`config.mk`:
```
export PLATFORM = sky130hd
export DESIGN_NAME = fetch_queue_flat
export DESIGN_NICKNAME = d
export VERILOG_FILES = /design/src/rtl/fetch_queue_pkg.sv /design/src/rtl/fetch_queue_if.sv /design/src/rtl/fetch_queue_mem.sv /design/src/rtl/fetch_queue.sv /design/src/flat_wrapper.sv
export SDC_FILE = /design/constraint.sdc
export NUM_CORES = 1
export LEC_CHECK = 0
export BUFFER_PORTS_ARGS = -buffer_cell sky130_fd_sc_hd__buf_4
export CAP_MARGIN = 10
export CORE_UTILIZATION = 45
export DETAILED_ROUTE_END_ITERATION = 8
export MAX_ROUTING_LAYER = met4
export PLACE_DENSITY = 0.67
export REMOVE_ABC_BUFFERS = 1
export SETUP_SLACK_MARGIN = 0.05
export SYNTH_ARGS = -nofsm -noshare
export SYNTH_HDL_FRONTEND = slang
export SYNTH_SLANG_ARGS = --single-unit
```
`constraint.sdc`:
```
create_clock -name CLK -period 3.25 [get_ports CLK]
set_input_delay 0.4875 -clock CLK [delete_from_list [all_inputs] [get_ports CLK]]
set_output_delay 0.4875 -clock CLK [all_outputs]
set_load 0.02 [all_outputs]
```
`src/rtl/fetch_queue_pkg.sv`:
```
// Shared types and constants for the fetch-to-decode queue.
package fq_pkg;

  localparam logic [31:0] NOP_INST         = 32'd0;
  localparam logic [31:0] RESET_PC_DEFAULT = 32'h0000_8000;

  typedef struct packed {
    logic [31:0] pc;
    logic [31:0] inst;
  } pc_inst_t;

endpackage

```
`src/rtl/fetch_queue_if.sv`:
```
// Fetch-side handshake bundle: fetch unit is master, queue is slave.
interface fetch_queue_if #(
  parameter int XLEN = 32
);
  logic [XLEN-1:0] pcF;
  logic [XLEN-1:0] instF;
  logic            validF;
  logic            readyF;

  modport master (output pcF, output instF, output validF, input readyF);
  modport slave  (input pcF, input instF, input validF, output readyF);
endinterface

```
`src/rtl/fetch_queue_mem.sv`:
```
// Circular instruction buffer: storage, wrapping rd/wr pointers and occupancy count.
module fetch_queue_mem #(
  parameter int XLEN  = 32,
  parameter int DEPTH = 4,
  localparam int PW   = $clog2(DEPTH),
  localparam int CW   = $clog2(DEPTH + 1)
) (
  input  logic              CLK,
  input  logic              NRST,
  input  logic              push,
  input  logic              pop,
  input  logic              clear,
  input  logic [2*XLEN-1:0] wdata,
  output logic [2*XLEN-1:0] rdata,
  output logic [CW-1:0]     count
);

  logic [2*XLEN-1:0] mem_q [DEPTH];
  logic [2*XLEN-1:0] mem_d [DEPTH];
  logic [PW-1:0]     rd_q, rd_d, wr_q, wr_d;
  logic [CW-1:0]     count_q, count_d;

  always_comb begin
    mem_d   = mem_q;
    rd_d    = rd_q;
    wr_d    = wr_q;
    count_d = count_q;
    if (clear) begin
      rd_d    = '0;
      wr_d    = '0;
      count_d = '0;
    end else begin
      if (push) begin
        mem_d[wr_q] = wdata;
        wr_d        = wr_q + PW'(1);
      end
      if (pop) rd_d = rd_q + PW'(1);
      case ({push, pop})
        2'b10:   count_d = count_q + CW'(1);
        2'b01:   count_d = count_q - CW'(1);
        default: count_d = count_q;
      endcase
    end
  end

  // Storage has no reset; only the pointers and count define validity.
  always_ff @(posedge CLK) begin
    mem_q <= mem_d;
  end

  always_ff @(posedge CLK) begin
    if (!NRST) begin
      rd_q    <= '0;
      wr_q    <= '0;
      count_q <= '0;
    end else begin
      rd_q    <= rd_d;
      wr_q    <= wr_d;
      count_q <= count_d;
    end
  end

  assign rdata = mem_q[rd_q];
  assign count = count_q;

endmodule

```
`src/rtl/fetch_queue.sv`:
```
// Fetch-to-decode decoupling queue with registered decode-side output.
// Define FQ_BYPASS_EN to forward fetch straight to decode when the queue is empty.
module fetch_queue
  import fq_pkg::*;
#(
  parameter int              XLEN     = 32,
  parameter int              DEPTH    = 4,
  parameter logic [XLEN-1:0] RESET_PC = XLEN'(RESET_PC_DEFAULT)
) (
  input  logic                       CLK,
  input  logic                       NRST,
  fetch_queue_if.slave               fq,
  input  logic                       stall,
  input  logic                       fail_predictD,
  input  logic                       fail_predictE,
  input  logic [XLEN-1:0]            nextpc,
  output logic [XLEN-1:0]            pcD,
  output logic [XLEN-1:0]            instD,
  output logic                       validD,
  output logic [$clog2(DEPTH+1)-1:0] count
);

  localparam int CW = $clog2(DEPTH + 1);

  logic [XLEN-1:0]   pc_q, pc_d, inst_q, inst_d;
  logic              valid_q, valid_d;
  logic              push, pop, clear, fail;
  logic [2*XLEN-1:0] head;

  fetch_queue_mem #(.XLEN(XLEN), .DEPTH(DEPTH)) u_mem (
    .CLK   (CLK),
    .NRST  (NRST),
    .push  (push),
    .pop   (pop),
    .clear (clear),
    .wdata ({fq.pcF, fq.instF}),
    .rdata (head),
    .count (count)
  );

  // Readiness looks only at registered occupancy; a same-cycle pop frees nothing.
  assign fq.readyF = (count < CW'(DEPTH));

  always_comb begin
    fail    = fail_predictD | fail_predictE;
    pc_d    = pc_q;
    inst_d  = inst_q;
    valid_d = valid_q;
    pop     = 1'b0;
    clear   = 1'b0;
    push    = fq.validF & fq.readyF;
    if (!stall) begin
      if (fail) begin
        clear   = 1'b1;
        push    = 1'b0;
        pc_d    = nextpc - XLEN'(4);
        inst_d  = XLEN'(NOP_INST);
        valid_d = 1'b0;
      end else if (count != '0) begin
        pop            = 1'b1;
        {pc_d, inst_d} = head;
        valid_d        = 1'b1;
`ifdef FQ_BYPASS_EN
      end else if (fq.validF) begin
        push    = 1'b0;
        pc_d    = fq.pcF;
        inst_d  = fq.instF;
        valid_d = 1'b1;
`endif
      end else begin
        inst_d  = XLEN'(NOP_INST);
        valid_d = 1'b0;
      end
    end
  end

  always_ff @(posedge CLK) begin
    if (!NRST) begin
      pc_q    <= RESET_PC - XLEN'(4);
      inst_q  <= '0;
      valid_q <= 1'b0;
    end else begin
      pc_q    <= pc_d;
      inst_q  <= inst_d;
      valid_q <= valid_d;
    end
  end

  assign pcD    = pc_q;
  assign instD  = inst_q;
  assign validD = valid_q;

endmodule
```
`src/flat_wrapper.sv`:
```
// flat-port wrapper written by rule: the top's interface ports become plain ports
module fetch_queue_flat import fq_pkg::*;
#(
  parameter int              XLEN     = 32,
  parameter int              DEPTH    = 4,
  parameter logic [XLEN-1:0] RESET_PC = XLEN'(RESET_PC_DEFAULT)
)
  (CLK, NRST, stall, fail_predictD, fail_predictE, nextpc, pcD, instD, validD, count, fq_pcF, fq_instF, fq_validF, fq_readyF);
  fetch_queue_if #(.XLEN(XLEN)) fq_i ();
  input  logic CLK;
  input  logic NRST;
  input  logic stall;
  input  logic fail_predictD;
  input  logic fail_predictE;
  input  logic [XLEN-1:0] nextpc;
  output logic [XLEN-1:0] pcD;
  output logic [XLEN-1:0] instD;
  output logic validD;
  output logic [$clog2(DEPTH+1)-1:0] count;
  input wire logic [$bits(fq_i.pcF)-1:0] fq_pcF;
  input wire logic [$bits(fq_i.instF)-1:0] fq_instF;
  input wire logic [$bits(fq_i.validF)-1:0] fq_validF;
  output wire logic [$bits(fq_i.readyF)-1:0] fq_readyF;
  assign fq_i.pcF = fq_pcF;
  assign fq_i.instF = fq_instF;
  assign fq_i.validF = fq_validF;
  assign fq_readyF = fq_i.readyF;
  fetch_queue #(.XLEN(XLEN), .DEPTH(DEPTH), .RESET_PC(RESET_PC)) u_core (.CLK(CLK), .NRST(NRST), .fq(fq_i), .stall(stall), .fail_predictD(fail_predictD), .fail_predictE(fail_predictE), .nextpc(nextpc), .pcD(pcD), .instD(instD), .validD(validD), .count(count));
endmodule
```
; Word level (Yosys, flattened, before mapping)
; Cells that the tools add are included.
[op_classes]
n_mux = 18
reduce_logical = 7
bitwise_logic = 7
add_sub_neg = 5
n_lt_le_gt_ge = 4
eq_ne = 2
[op_table]
columns = operator, count
row1 = $bwmux W256, 1
row2 = $mux W64, 3
row3 = $bmux W64 S2, 1
row4 = $demux W64 S2, 1
row5 = $mux W32, 4
row6 = $sub A32 B3 Y32 const B, 1
row7 = $mux W1, 7
row8 = $ge A3 B3 Y1 const B, 2
row9 = $not A2 Y3, 2
row10 = $pmux W3 S2, 1
row11 = $add A2 B1 Y2 const B, 2
row12 = $reduce_and A2 Y1, 2
row13 = $reduce_bool A2 Y1, 2
row14 = $add A3 B1 Y3 const B, 1
row15 = $lt A3 B1 Y1 const B, 1
row16 = $lt A3 B3 Y1 const B, 1
row17 = $not A1 Y1, 3
row18 = $reduce_bool A3 Y1, 1
row19 = $sub A3 B1 Y3 const B, 1
row20 = $eq A2 B1 Y1 const B, 1
row21 = $eq A2 B2 Y1 const B, 1
row22 = $reduce_or A2 Y1, 1
row23 = $and A1 B1 Y1, 1
row24 = $logic_and A1 B1 Y1, 1
row25 = $or A1 B1 Y1, 1
[word_totals]
register_bits = 328
inputBits = 102
elab_cells = 53
output_inout_bits = 69

; Logic depth before layout (Yosys ltp)
[depth]
depth_word = 6
depth_mapped = 11
ltp_nobuf = 10

; Cells and area by module
; Synthesis repeated with hierarchy kept, for this count alone.
[unflattened]
cells_unflattened = 746
hier_area_um2 = 12838.6
[by_module_without_submodules]
columns = module, instances, area_each_um2, cells_each, seq_area_each_um2
row1 = fetch_queue_mem, 1, 9606.7, 373, 7827.5
row2 = fetch_queue, 1, 3231.8, 373, 1301.2

; Least setup slack after synthesis
; No wires, ideal clock.
[synth_timing]
kind = input -> register
from = input port fail_predictE
to = register u_core.u_mem.mem_q[0] (netlist name), enable pin
path_slack_ns = 0.127
setup_ns = 0.429
n_path_buf = 0
cell_stages = 4
arrival_ns = 2.695
t_required_ns = 2.821
path_cell_list = nor2_1 -> nor2_1 -> nor2b_1 -> and2_1
[synth_between]
elab_chain_cells = 5
word_cells_on_any_way = 7
classes_between = mux (4) / bitwise (2) / reduce/logical (1)
[synth_lines]
columns = item, line
row1 = "start, declared", flat_wrapper.sv:14  ; input logic fail_predictE;
row2 = $or A1 B1 Y1 *, fetch_queue.sv:45  ; fail = fail_predictD | fail_predictE;
row3 = $mux W1, fetch_queue.sv:53  ; if (fail) begin
row4 = $mux W1, fetch_queue.sv:52  ; if (!stall) begin
row5 = $not A1 Y1 (no source line), -
row6 = $reduce_and A2 Y1 (no source line) *, -
row7 = "end signal, assigned", fetch_queue_mem.sv:48  ; mem_q <= mem_d;
row8 = "end, declared", fetch_queue_mem.sv:18  ; logic [2*XLEN-1:0] mem_q [DEPTH];
; Every way passes the cells marked *; elsewhere a longest branch is shown, timed or not.
; A chain may end at the register's enable or synchronous reset.

; Final worst setup path
[layout_timing]
from = register u_core.u_mem.count_q[2], in the netlist u_core.u_mem.count[2]
to = register u_core.u_mem.count_q[2], in the netlist u_core.u_mem.count[2]
[layout_between]
elab_chain_cells = 6
word_cells_on_any_way = 14
classes_between = add/sub (2) / order compare (1) / eq/ne (2) / mux (6) / bitwise (1) / reduce/logical (2)
[layout_lines]
columns = item, line
row1 = "start, declared", fetch_queue_mem.sv:21  ; logic [CW-1:0] count_q, count_d;
row2 = "start signal, assigned", fetch_queue_mem.sv:59  ; count_q <= count_d;
row3 = $lt A3 B3 Y1 or $reduce_bool A3 Y1 (tied branches), "fetch_queue.sv:42, fetch_queue.sv:59"
row4 = $and A1 B1 Y1 or $mux W1 (tied branches), "fetch_queue.sv:51, fetch_queue.sv:59"
row5 = $mux W1, fetch_queue.sv:53
row6 = $mux W1, fetch_queue.sv:52
row7 = $eq A2 B1 Y1 or $eq A2 B2 Y1 (tied branches), fetch_queue_mem.sv:38  ; case ({push, pop})
row8 = $pmux W3 S2 or $reduce_bool A2 Y1 (tied branches), -
; Parallel ways exist; a longest one is shown, timed or not.

==> metrics.txt <==
final core occ=0.562; final WL=28,300 um; All-Layer GR Usage=0.206; initial antenna violation count=2; Startpoint Class=register; CTS buffer count=35; Pwr Density=583 nW/um^2; Final WS setup=0.730 ns; Cells after Synth=746; proportion of synthesized area in mux cells=0.116; max cap viols=0; status=complete, no violations; period utilization=0.775; Yosys reg bits=328; GRT overflow=0; Post-Layout Cell Count=1,340; Vias/cell=5.42; Syn-to-layout area delta=22.9%; slew margin rel.=0.526; Req. time, crit path=3.68 ns; Critical Path AT=2.95 ns; Synth Area in Compound Gates=0.0625; Post-Synth Adder-Cell Area=0.00748; Worst R2R Start=u_core.u_mem.count[2]$_SDFFE_PP0P_; Yosys top cell area share=0.605; Pre-antenna DRT Iters=4; hold buffer count at cts=0; main combinational cell family by area after synthesis=multiplexers; Core ar.=27,800 um^2; Fin. Hold Viols=0; detailed-route via count=7,257; ys flop type=edfxtp_1; DP Cell Count=1,276; internal reg-to-reg setup slack=0.73 ns; Crit-path slowest cell=dfxtp_1; IO buf count=170; hold depth=1; setup repair bufs after CTS=0; Post-synth EDFFs=256; DRC=0; first-pass GRT wire length=43,000 um; worst r2r path cells=10; Clock Latency Late Sink=0.51 ns; Crit. End Element=register; most frequent cell after synthesis=edfxtp_1; largest net degree at the start of global routing=47; Root Driver=clkbuf_16; DIE HEIGHT=170 um; share of cells above drive strength 1=0.334; crit path kind=reg -> reg; clock slew at reported path FFs=0.06 ns; CTS tree=built; vias in the first global route=7,354; clock buffer depth=3; DP Area=14,500 um^2; Tmin final=2.52 ns; Syn Std Cell Area=12,700 um^2; chip width=170 um; hold_sp=fq_pcF[19]; # H-tree levels=2; drt initial violations=527; Fmax=397 MHz; # setup viols final=0; routed len/inst=21.2 um; Pwr Total=9.10 mW; critical path cell sequence=nor3_1 -> nor2_1 -> nand2_1 -> inv_2 -> ha_1 -> inv_1 -> fa_1 -> xor2_1 -> or3_1 -> a21oi_1; leakage power=5.27 nW; Simple-Gate Fraction of Synth Area=0.0551; Syn Area/Cell=17.0 um^2; final antenna-violating net count=0; Worst-Margin Slew=0.711 ns; Synth Warn #=0; Setup Skew=0.0160 ns; Worst Hold End=u_core.u_mem.mem_q[179]$_DFFE_PP_; num ports=171; HP Class=in -> reg; Place WS=0.649 ns; PostCTS Resize Cnt=0; max-slew violations=0; # clock sinks=328; Area contributors post-synth=edfxtp_1 60%, dfxtp_1 11%, mux4_2 10%; Max FO, Critical Path=6; finished layout cell area=15,600 um^2; Initial Util=0.457; r2r endpoint=u_core.u_mem.count[2]$_SDFFE_PP0P_; Post-synth ARST share=0; FP Rows=61; Synth area leader=edfxtp_1; die area=28,900 um^2; sequential fraction of the synthesis area=0.718; Max IR drop VDD=417 uV; dpl hpwl=17,900 um; fin nets=1,044; RSZ-0062 raised after global routing=false; Netlist cell types=48; crit-path max cell delay=0.41 ns; Post-Synth XOR/XNOR Area=0.0200; GPL Wtd Cong=0.784; synth cell count leaders=256 x edfxtp_1, 72 x dfxtp_1, 61 x nor2_1
## where the power goes
group	total, mW	switching [mW]	internal (mW)
registers	4.69	0.0496	4.64
logic	0.584	0.327	0.256
clock network	3.82	1.53	2.29
total	9.10	1.91	7.19
## per-stage QoR
| stage | hold slack, ns | TNS, ns |
|---|---|---|
| global placement | 0.452 | 0 |
| CTS | 0.161 | 0 |
| finish | 0.180 | 0 |
| detailed placement | 0.464 | 0 |
| global route | 0.161 | 0 |
| floorplan | 0.514 | -172.28 |
## cell usage in the layout (no fill, tap or decap), types with 21 or more instances in the layout
cell type / n
nand2_1: 21
mux4_2: 58
o21ai_0: 26
a22oi_1: 37
edfxtp_1: 256
xnor2_1: 21
dfxtp_1: 70
clkbuf_16: 35
buf_4: 187
nor2_1: 60
## worst max path at each step
stage	from	end	cells past startpoint
2_1_floorplan	u_core.u_mem.rd_q[0]$_SDFFE_PP0P_	u_core.pcD[19]$_SDFFE_PN0P_	4
3_3_place_gp	stall	u_core.u_mem.count[2]$_SDFFE_PP0P_	10
3_5_place_dp	stall	u_core.u_mem.count[2]$_SDFFE_PP0P_	10
4_1_cts	u_core.u_mem.count[2]$_SDFFE_PP0P_	u_core.u_mem.count[2]$_SDFFE_PP0P_	10
5_1_grt	u_core.u_mem.count[2]$_SDFFE_PP0P_	u_core.u_mem.count[2]$_SDFFE_PP0P_	10
6_report	u_core.u_mem.count[2]$_SDFFE_PP0P_	u_core.u_mem.count[2]$_SDFFE_PP0P_	10
## cell families after synthesis
family / after synthesis
AO/OA/AOI/OAI: 121
XOR/XNOR: 29
adder cells (fa/ha/maj): 7
buffers and inverters: 53
flip-flops: 328
multiplexers: 75
AND/OR/NAND/NOR: 133
## area by class of cell
class / instances / area [um^2]
flip-flops and latches: 328 / 9140
diodes: 2 / 5.00
fillers: 2238 / 12200
clock inverters: 14 / 145
multi-input cells: 365 / 3330
well taps: 378 / 473
repair buffers: 193 / 1520
inverters: 12 / 45.0
clock buffers: 48 / 955
## state kept, by name, summed over array words and instances, names as in the netlist
signal	flops
u_core.instD	32
u_core.u_mem.count	3
u_core.validD	1
u_core.u_mem.mem_q	256
u_core.pcD	32
u_core.u_mem.wr_q	2
u_core.u_mem.rd_q	2
## per-layer routing
| layer | up-vias | GRT usage | share of wire |
|---|---|---|---|
| met2 | 229 | 0.316 | 0.46 |
| met4 | 0 | 0.0494 | 0.016 |
| met3 | 42 | 0.0486 | 0.070 |
| met1 | 3648 | 0.279 | 0.45 |
| li1 | 3338 | - | - |
| met5 | - | - | 0 |
## critical path: cells and delay by family, from the launching register on
family | cells | cell delay, ns
compound gates | 1 | 0.14
xor+xnor | 1 | 0.15
fa+ha+maj | 2 | 0.55
buf+inv | 2 | 0.16
flops | 1 | 0.41
simple gates | 4 | 1.04
(Power assumes the default switching activity.)
